### src/rtl/arcanoid_ball_ctl.sv
// Per-frame ball, lives and game-state sequencer for the 800x600 Arkanoid pipeline.
// Latency: outputs update 1 pclk after the vblnk rising edge, flagged by frame_tick.
// Backpressure: none; the frame tick is free-running and every input is sampled as it comes.
module arcanoid_ball_ctl #(
    parameter int H_RES       = 800,
    parameter int V_RES       = 600,
    parameter int BALL_SIZE   = 8,
    parameter int PADDLE_Y    = 560,
    parameter int PADDLE_W    = 96,
    parameter int SPEED       = 2,
    parameter int LIVES       = 3,
    parameter int LOST_FRAMES = 60
) (
    input  logic        pclk,
    input  logic        reset,
    input  logic        vblnk,
    input  logic        btn_start,
    input  logic [10:0] paddle_x,
    input  logic        brick_hit,
    output logic [10:0] ball_x,
    output logic [10:0] ball_y,
    output logic [1:0]  state,
    output logic [1:0]  lives,
    output logic        frame_tick
);

    typedef enum logic [1:0] {
        ST_IDLE = 2'd0,
        ST_PLAY = 2'd1,
        ST_LOST = 2'd2,
        ST_OVER = 2'd3
    } state_t;

    localparam int CW = $clog2(LOST_FRAMES + 1);

    localparam logic [11:0] H12   = 12'(H_RES);
    localparam logic [11:0] V12   = 12'(V_RES);
    localparam logic [11:0] BS12  = 12'(BALL_SIZE);
    localparam logic [11:0] PY12  = 12'(PADDLE_Y);
    localparam logic [11:0] PW12  = 12'(PADDLE_W);
    localparam logic [11:0] SPD12 = 12'(SPEED);

    localparam logic [10:0] SPD11    = 11'(SPEED);
    localparam logic [10:0] X_RIGHT  = 11'(H_RES - BALL_SIZE);
    localparam logic [10:0] Y_REST   = 11'(PADDLE_Y - BALL_SIZE);
    localparam logic [10:0] X_RESET  = 11'(H_RES / 2 - BALL_SIZE / 2);
    localparam logic [10:0] IDLE_OFF = 11'(PADDLE_W / 2 - BALL_SIZE / 2);
    localparam logic [1:0]  LIVES2   = 2'(LIVES);
    localparam logic [CW-1:0] LOST_LAST = CW'(LOST_FRAMES - 1);

    state_t        st;
    logic          vblnk_d;
    logic          dx_pos;
    logic          dy_pos;
    logic          brick_flag;
    logic [CW-1:0] lost_cnt;

    logic          tick;
    logic [11:0]   x12, y12, px12;
    logic          x_lo, x_hi, paddle_hit, loss, top_hit;
    logic [10:0]   x_step, y_up, y_dn;

    assign tick  = vblnk & ~vblnk_d;
    assign state = st;

    // Edge tests run on 12-bit copies so sums near the right/bottom edge cannot wrap.
    assign x12  = {1'b0, ball_x};
    assign y12  = {1'b0, ball_y};
    assign px12 = {1'b0, paddle_x};

    assign x_lo       = !dx_pos && (x12 <= SPD12);
    assign x_hi       = dx_pos && (x12 + BS12 + SPD12 >= H12);
    assign paddle_hit = dy_pos && (y12 + BS12 <= PY12) && (y12 + BS12 + SPD12 >= PY12)
                        && (x12 + BS12 > px12) && (x12 < px12 + PW12);
    assign loss       = dy_pos && (y12 + BS12 + SPD12 >= V12) && !paddle_hit;
    assign top_hit    = !dy_pos && (y12 <= SPD12);

    assign x_step = dx_pos ? ball_x + SPD11 : ball_x - SPD11;
    assign y_up   = ball_y - SPD11;
    assign y_dn   = ball_y + SPD11;

    always_ff @(posedge pclk or posedge reset) begin
        if (reset) begin
            st         <= ST_IDLE;
            vblnk_d    <= 1'b0;
            frame_tick <= 1'b0;
            ball_x     <= X_RESET;
            ball_y     <= Y_REST;
            dx_pos     <= 1'b1;
            dy_pos     <= 1'b0;
            lives      <= LIVES2;
            brick_flag <= 1'b0;
            lost_cnt   <= '0;
        end else begin
            vblnk_d    <= vblnk;
            frame_tick <= tick;

            // A hit landing on the tick cycle itself is dropped by design.
            if (tick)
                brick_flag <= 1'b0;
            else if (brick_hit)
                brick_flag <= 1'b1;

            if (tick) begin
                case (st)
                    ST_IDLE: begin
                        ball_x <= paddle_x + IDLE_OFF;
                        ball_y <= Y_REST;
                        if (btn_start) begin
                            st     <= ST_PLAY;
                            dx_pos <= 1'b1;
                            dy_pos <= 1'b0;
                        end
                    end
                    ST_PLAY: begin
                        if (loss) begin
                            lives <= lives - 2'd1;
                            st    <= ST_LOST;
                        end else begin
                            if (x_lo) begin
                                ball_x <= '0;
                                dx_pos <= 1'b1;
                            end else if (x_hi) begin
                                ball_x <= X_RIGHT;
                                dx_pos <= 1'b0;
                            end else begin
                                ball_x <= x_step;
                            end

                            if (paddle_hit) begin
                                ball_y <= Y_REST;
                                dy_pos <= 1'b0;
                            end else if (top_hit) begin
                                ball_y <= '0;
                                dy_pos <= 1'b1;
                            end else if (brick_flag) begin
                                ball_y <= dy_pos ? y_up : y_dn;
                                dy_pos <= !dy_pos;
                            end else begin
                                ball_y <= dy_pos ? y_dn : y_up;
                            end
                        end
                    end
                    ST_LOST: begin
                        if (lost_cnt == LOST_LAST) begin
                            lost_cnt <= '0;
                            st       <= (lives != 2'd0) ? ST_IDLE : ST_OVER;
                        end else begin
                            lost_cnt <= lost_cnt + 1'b1;
                        end
                    end
                    ST_OVER: begin
                        if (btn_start) begin
                            lives <= LIVES2;
                            st    <= ST_IDLE;
                        end
                    end
                endcase
            end
        end
    end

endmodule

### config.mk
export PLATFORM = sky130hd
export DESIGN_NAME = arcanoid_ball_ctl
export DESIGN_NICKNAME = d
export VERILOG_FILES = /design/src/rtl/arcanoid_ball_ctl.sv
export SDC_FILE = /design/constraint.sdc
export NUM_CORES = 1
export LEC_CHECK = 0
export ABC_AREA = 1
export BUFFER_PORTS_ARGS = -buffer_cell sky130_fd_sc_hd__buf_2
export CORE_MARGIN = 3
export CORE_UTILIZATION = 35
export CTS_CLUSTER_SIZE = 10
export DETAILED_ROUTE_END_ITERATION = 7
export GPL_TIMING_DRIVEN = 0
export PLACE_DENSITY = 0.62
export REMOVE_ABC_BUFFERS = 1
export SYNTH_ARGS = -nofsm -noshare
export SYNTH_HDL_FRONTEND = slang
export SYNTH_SLANG_ARGS = --single-unit
### constraint.sdc
create_clock -name pclk -period 3.2 [get_ports pclk]
set_input_delay 0.64 -clock pclk [delete_from_list [all_inputs] [get_ports pclk]]
set_output_delay 0.64 -clock pclk [all_outputs]
set_load 0.01 [all_outputs]
Word-level counts from Yosys, hierarchy flattened
Cells that the tools add are included.
{"block": "totals", "regBits": 37, "latchBits": 0, "ramBits": 0, "rom_bits": 0, "out_inout_bits": 27, "elab_cells": 101, "memories": 0}
{"block": "classes", "add_sub_neg": 12, "multipliers": 0, "n_div": 0, "n_lt_le_gt_ge": 8, "n_eq_ne": 11, "n_shift": 0, "n_mux": 35, "bitwise": 2, "n_reduce_logical": 23}
{"op": "11-bit two-way mux", "count": 10}
{"op": "11-bit case mux with 2 select lines", "count": 2}
{"op": "12-bit by 10-bit >= comparator with 1-bit output, second input constant", "count": 3}
{"op": "11-bit by 4-bit adder with 12-bit output, second input constant", "count": 2}
{"op": "12-bit by 2-bit adder with 12-bit output, second input constant", "count": 2}
{"op": "11-bit by 2-bit adder with 11-bit output, second input constant", "count": 2}
{"op": "11-bit by 2-bit less-or-equal comparator with 1-bit output, second input constant", "count": 2}
{"op": "11-bit by 2-bit subtractor with 11-bit output, second input constant", "count": 2}
{"op": "5-bit AND reduction", "count": 3}
{"op": "2-bit two-way mux", "count": 7}
{"op": "11-bit by 7-bit adder with 12-bit output, second input constant", "count": 1}
{"op": "12-bit by 11-bit greater-than comparator with 1-bit output", "count": 1}
{"op": "12-bit by 10-bit less-or-equal comparator with 1-bit output, second input constant", "count": 1}
{"op": "11-bit by 12-bit < comparator with 1-bit output", "count": 1}
{"op": "11-bit by 6-bit adder with 11-bit output, second input constant", "count": 1}
{"op": "1-bit two-way mux", "count": 11}
{"op": "2-bit inequality test, second input constant", "count": 5}
{"op": "1-bit logical AND", "count": 9}
{"op": "2-bit case mux with 4 select lines", "count": 1}
{"op": "2-bit nonzero test", "count": 4}
{"op": "6-bit by 1-bit adder with 6-bit output, second input constant", "count": 1}
{"op": "6-bit equality test, second input constant", "count": 1}
{"op": "6-bit two-way mux", "count": 1}
{"op": "2-bit equality test, second input constant", "count": 2}
{"op": "13 further kinds", "count": 16}

Longest topological paths before layout
{"block": "logic_depth", "depth_word": 10, "mapped_depth": 21, "ltp_nobuf": 19}

Worst setup path after synthesis
No wires, ideal clock.
{"block": "synth_path", "kind": "reg-to-reg", "from": "register ball_x[8]", "to": "register ball_x[4]", "setup_time_ps": 117, "arrival_ps": 2763, "required_ps": 3083, "setup_slack_ps": 321, "stages_incl_launch_ff": 20, "n_path_buf": 2, "path_cell_list": "dfstp_2 > buf_2 > inv_1 > nor3_1 > nand3_1 > nand2_1 > inv_1 > ha_1 > nand2_1 > nor2_1 > nand4_1 > nand2_1 > nand2_1 > nor3_2 > nand2_4 > nand4_4 > nand2_4 > buf_4 > nand2_1 > nand2_1"}
{"block": "synth_between", "elab_chain_len": 8, "word_cells_on_any_way": 18}
{"item": "start: declaration", "line_no": "20", "source": "output logic [10:0] ball_x,"}
{"item": "start signal: assignment", "line_no": "107", "source": "ball_x <= paddle_x + IDLE_OFF;"}
{"item": "start signal: assignment", "line_no": "127", "source": "ball_x <= x_step;"}
{"item": "11-bit by 4-bit adder with 12-bit output", "line_no": "72, 74"}
{"item": "12-bit by 2-bit adder with 12-bit output / 12-bit by 11-bit greater-than comparator with 1-bit output (equally long branches)", "line_no": "72, 74"}
{"item": "12-bit by 10-bit >= comparator with 1-bit output / 1-bit logical AND (equally long branches)", "line_no": "72, 74"}
{"item": "1-bit logical AND, on equally long branches", "line_no": "72, 74"}
{"item": "11-bit two-way mux / 1-bit logical NOT (equally long branches)", "line_no": "123, 75"}
{"item": "11-bit two-way mux / 1-bit logical AND (equally long branches)", "line_no": "120, 75"}
{"item": "11-bit two-way mux / 2-bit inequality test (equally long branches)"}
{"item": "11-bit case mux with 2 select lines / 3-bit AND reduction (equally long branches)"}
Several ways; a longest one is shown, not always the timed one. The select of a mux whose other input is x is not followed.
A chain may end at the register's enable or synchronous reset.

Final worst setup path
{"block": "layout_path", "from": "register ball_x[3]", "to": "register ball_x[9]"}
The elaborated chain is that of the path after synthesis.

==> impl_metrics.csv <==
group,metric,value,unit
clocking,cts_tree,"built",
placed_design,gp_congestion,0.885,
die,num_rows,39,
critical_path,worstPathArrival,3170,ps
critical_path,cp_max_fo,6,
die,die_height,115,µm
timing,hold_viol,0,
pwr,p_per_area,906,nW/µm²
detailed_routing,drtIter0Drc,245,
clocking,clock_path_buffers,2,
timing,min_period,3010,ps
placed_design,numPortBuffers,41,
min_path,hold_class,"reg -> reg",
timing,final.setup.worst_slack,192,ps
job,cap_violations,0,
timing,setup_viol,0,
layout,postLayoutCoreUtil,42.4,%
yosys,postSynthAreaPerCell,6.56,µm²
die,initial_utilization,36.2,%
yosys,ys_async_sr_fraction,100,%
global_routing,grt_pass1_vias,4058,
detailed_routing,drcViolationCount,0,
critical_path,crit_type,"reg -> reg",
critical_path,startpoint_type,"register",
die,ios,43,
yosys,netlist_area,4190,µm²
clocking,insertion_delay,290,ps
timing,slew_headroom,35.8,%
global_routing,grt_max_degree,24,
die,dieWidth,115,µm
pwr,ir_worst_vdd,0.000447,V
placed_design,pre_cts_ws,-356,ps
critical_path,worstPathRequired,3360,ps
critical_path,timing.rr.start,"ball_x[3]",
critical_path,cp-startpoint,"ball_x[3]",
yosys,synth_edf_count,0,
timing,fin_skew,6.59,ps
yosys,yosys.cell_types.count,44,
outcome,status,"finished clean",
die,core,11600,µm²
timing,hold_slack,451,ps
detailed_routing,wl_per_cell,14.0,µm
clocking,clkSinkCount,36,
global_routing,grtUsageTotal,18.0,%
timing,fin_crit_sh,94.0,%
yosys,ys.flop_type,"dfrtp_1",
yosys,syn-instance-count,638,
pwr,report.power.total,4.45,mW
critical_path,endpoint_kind,"register",
detailed_routing,vias_per_cell,5.11,
timing,tightestPinTransition,959,ps
clocking,cts_htree_levels,2,
detailed_routing,vias,4255,
yosys,ys_warn_count,0,
detailed_routing,drt-pass1-iter-count,5,
yosys,synth_seq_cells,36,
layout,layout.nets,742,
global_routing,grt-ovfl-total,0,
yosys,yosysSeqAreaShare,21.8,%
detailed_routing,ant_nets,0,
timing,max_freq,332,MHz
clocking,cts_hold_buf,0,
min_path,min_from,"vblnk_d",
clocking,cts-buffers-inserted,5,
clocking,clk_pin_slew,60,ps
clocking,ctsRootBufferMaster,"clkbuf_16",
pwr,p_leak,2.42,nW
timing,drv_slew,0,
detailed_routing,routed_wl,11.6,mm
die,dieArea,13300,µm²
layout,syn2layout_area_growth,17.2,%
layout,drive_gt1_share,18.1,%
layout,diodes,0,
placed_design,dp_hpwl,8.97,mm
global_routing,grt_pass1_wl,19.5,mm
global_routing,grt_antenna_before_repair,0,
==> worst paths after layout <==
path | slack [ps] | cells past startpoint | to
max | 190 | 17 | ball_x[9]
min | 450 | 1 | frame_tick
max reg2reg | 190 | 17 | ball_x[9]
min reg2reg | 450 | 1 | frame_tick
max in group asynchronous | 1980 | 3 | ball_x[8]
min in group asynchronous | 530 | 2 | lost_cnt[3]
==> critical path, stage by stage, from the launching register on <==
cell and delay, ps:
dfstp_2 640, nand3_4 120, nor2_4 160, nand3_2 100
xor2_2 170, ha_1 300, inv_1 40, o211ai_1 230
a21oi_1 70, nand2_1 90, nand2_2 90, nor3_4 220
nand2_4 100, nand4_4 140, nand2_8 90, buf_12 190
nand2_1 40, o21ai_0 70
==> synth_stat cells, types with 2 or more instances <==
| cell | instances | area (µm²) |
|---|---|---|
| a21oi_1 | 31 | 155 |
| buf_2 | 2 | 10.0 |
| buf_4 | 6 | 45.0 |
| buf_6 | 3 | 33.8 |
| clkbuf_1 | 5 | 18.8 |
| dfrtp_1 | 26 | 651 |
| dfstp_2 | 10 | 263 |
| ha_1 | 37 | 463 |
| inv_1 | 77 | 289 |
| inv_2 | 5 | 18.8 |
| nand2_1 | 170 | 638 |
| nand2_2 | 7 | 43.8 |
| nand2_4 | 3 | 33.8 |
| nand3_1 | 45 | 225 |
| nand3_2 | 3 | 30.0 |
| nand4_1 | 20 | 125 |
| nor2_1 | 57 | 214 |
| nor2_2 | 4 | 25.0 |
| nor2_4 | 4 | 45.0 |
| nor3_1 | 14 | 70.1 |
| nor4_1 | 2 | 12.5 |
| o211ai_1 | 3 | 22.5 |
| o21ai_0 | 30 | 150 |
| o21ai_1 | 9 | 45.0 |
| o21bai_1 | 2 | 15.0 |
| o22ai_1 | 7 | 43.8 |
| o31ai_1 | 2 | 15.0 |
| o32ai_1 | 3 | 26.3 |
| xnor2_1 | 3 | 26.3 |
| xor2_1 | 33 | 289 |
| xor2_2 | 2 | 32.5 |
==> repair_timing <==
action                                  in CTS  in global routing
pin swaps                                    1                  8
buffers inserted                             4                 13
endpoints found under the setup margin      23                 27
gates cloned                                 1                  0
resized for setup                            7                 17
==> layer usage <==
| metal | up-vias | routed length, µm | global-route usage [%] |
|---|---|---|---|
| li1 | 2186 | - | - |
| met1 | 1963 | 5560 | 24.9 |
| met2 | 100 | 5490 | 29.8 |
| met3 | 6 | 519 | 3.05 |
| met4 | 0 | 51 | 3.60 |
| met5 | - | 0 | 0 |
==> layout make-up <==
cell class              count  area (µm²)
flip-flops and latches     36         917
inverters                  83         314
multi-input cells         504        2960
clock inverters             3        23.8
well taps                 143         179
clock buffers               5         125
repair buffers             59         385
fillers                  1196        6660
==> metrics by stage <==
| step | cells | instance area (µm²) | setup TNS (ps) |
|---|---|---|---|
| finish | 833 | 4910 | 0 |
| global route | 833 | 4910 | -8.24 |
| CTS | 820 | 4730 | 0 |
| detailed placement | 807 | 4480 | -5550 |
| global placement | 806 | 4460 | -4650 |
| floorplan | 622 | 4080 | 0 |
==> flip-flops by register name, indices dropped and copies added (netlist names) <==
signal,cells
brick_flag,1
dx_pos,1
dy_pos,1
ball_x,11
state,2
ball_y,10
lost_cnt,6
vblnk_d,1
frame_tick,1
lives,2
==> cells by family (layout without fill, tap and decap cells) <==
| family | after synthesis | in the layout | synth area share (%) |
|---|---|---|---|
| simple gates | 335 | 336 | 36.5 |
| xor+xnor | 38 | 38 | 8.31 |
| fa+ha+maj | 37 | 37 | 11.1 |
| buf+inv | 99 | 150 | 10.0 |
| compound gates | 92 | 92 | 12.2 |
| other cells | 1 | 1 | 0.0895 |
| flops | 36 | 36 | 21.8 |
==> layout by cell type, fill, tap and decap left out, types with 4 or more instances in the layout <==
cell type | Yosys | routed
o22ai_1 | 7 | 7
nor2_4 | 4 | 5
nand3_2 | 3 | 4
buf_4 | 6 | 14
nor2_1 | 57 | 55
nand2_1 | 170 | 166
inv_1 | 77 | 76
nand2_2 | 7 | 10
clkbuf_16 | 0 | 5
nand2_4 | 3 | 4
dfstp_2 | 10 | 10
a21oi_1 | 31 | 31
nand4_1 | 20 | 20
o21ai_0 | 30 | 30
nor3_1 | 14 | 13
xor2_2 | 2 | 4
nor2_2 | 4 | 5
xor2_1 | 33 | 31
o21ai_1 | 9 | 9
dfrtp_1 | 26 | 23
ha_1 | 37 | 36
buf_2 | 2 | 41
nand3_1 | 45 | 43
inv_2 | 5 | 5
==> where the power goes <==
part,total (mW),switching (mW),internal (mW),leakage (nW)
logic,2.84,1.78,1.06,1.93
clock network,0.484,0.195,0.289,0.0660
registers,1.13,0.436,0.691,0.429
total,4.45,2.41,2.04,2.42
No activity file was read; power rests on OpenSTA's default activity.
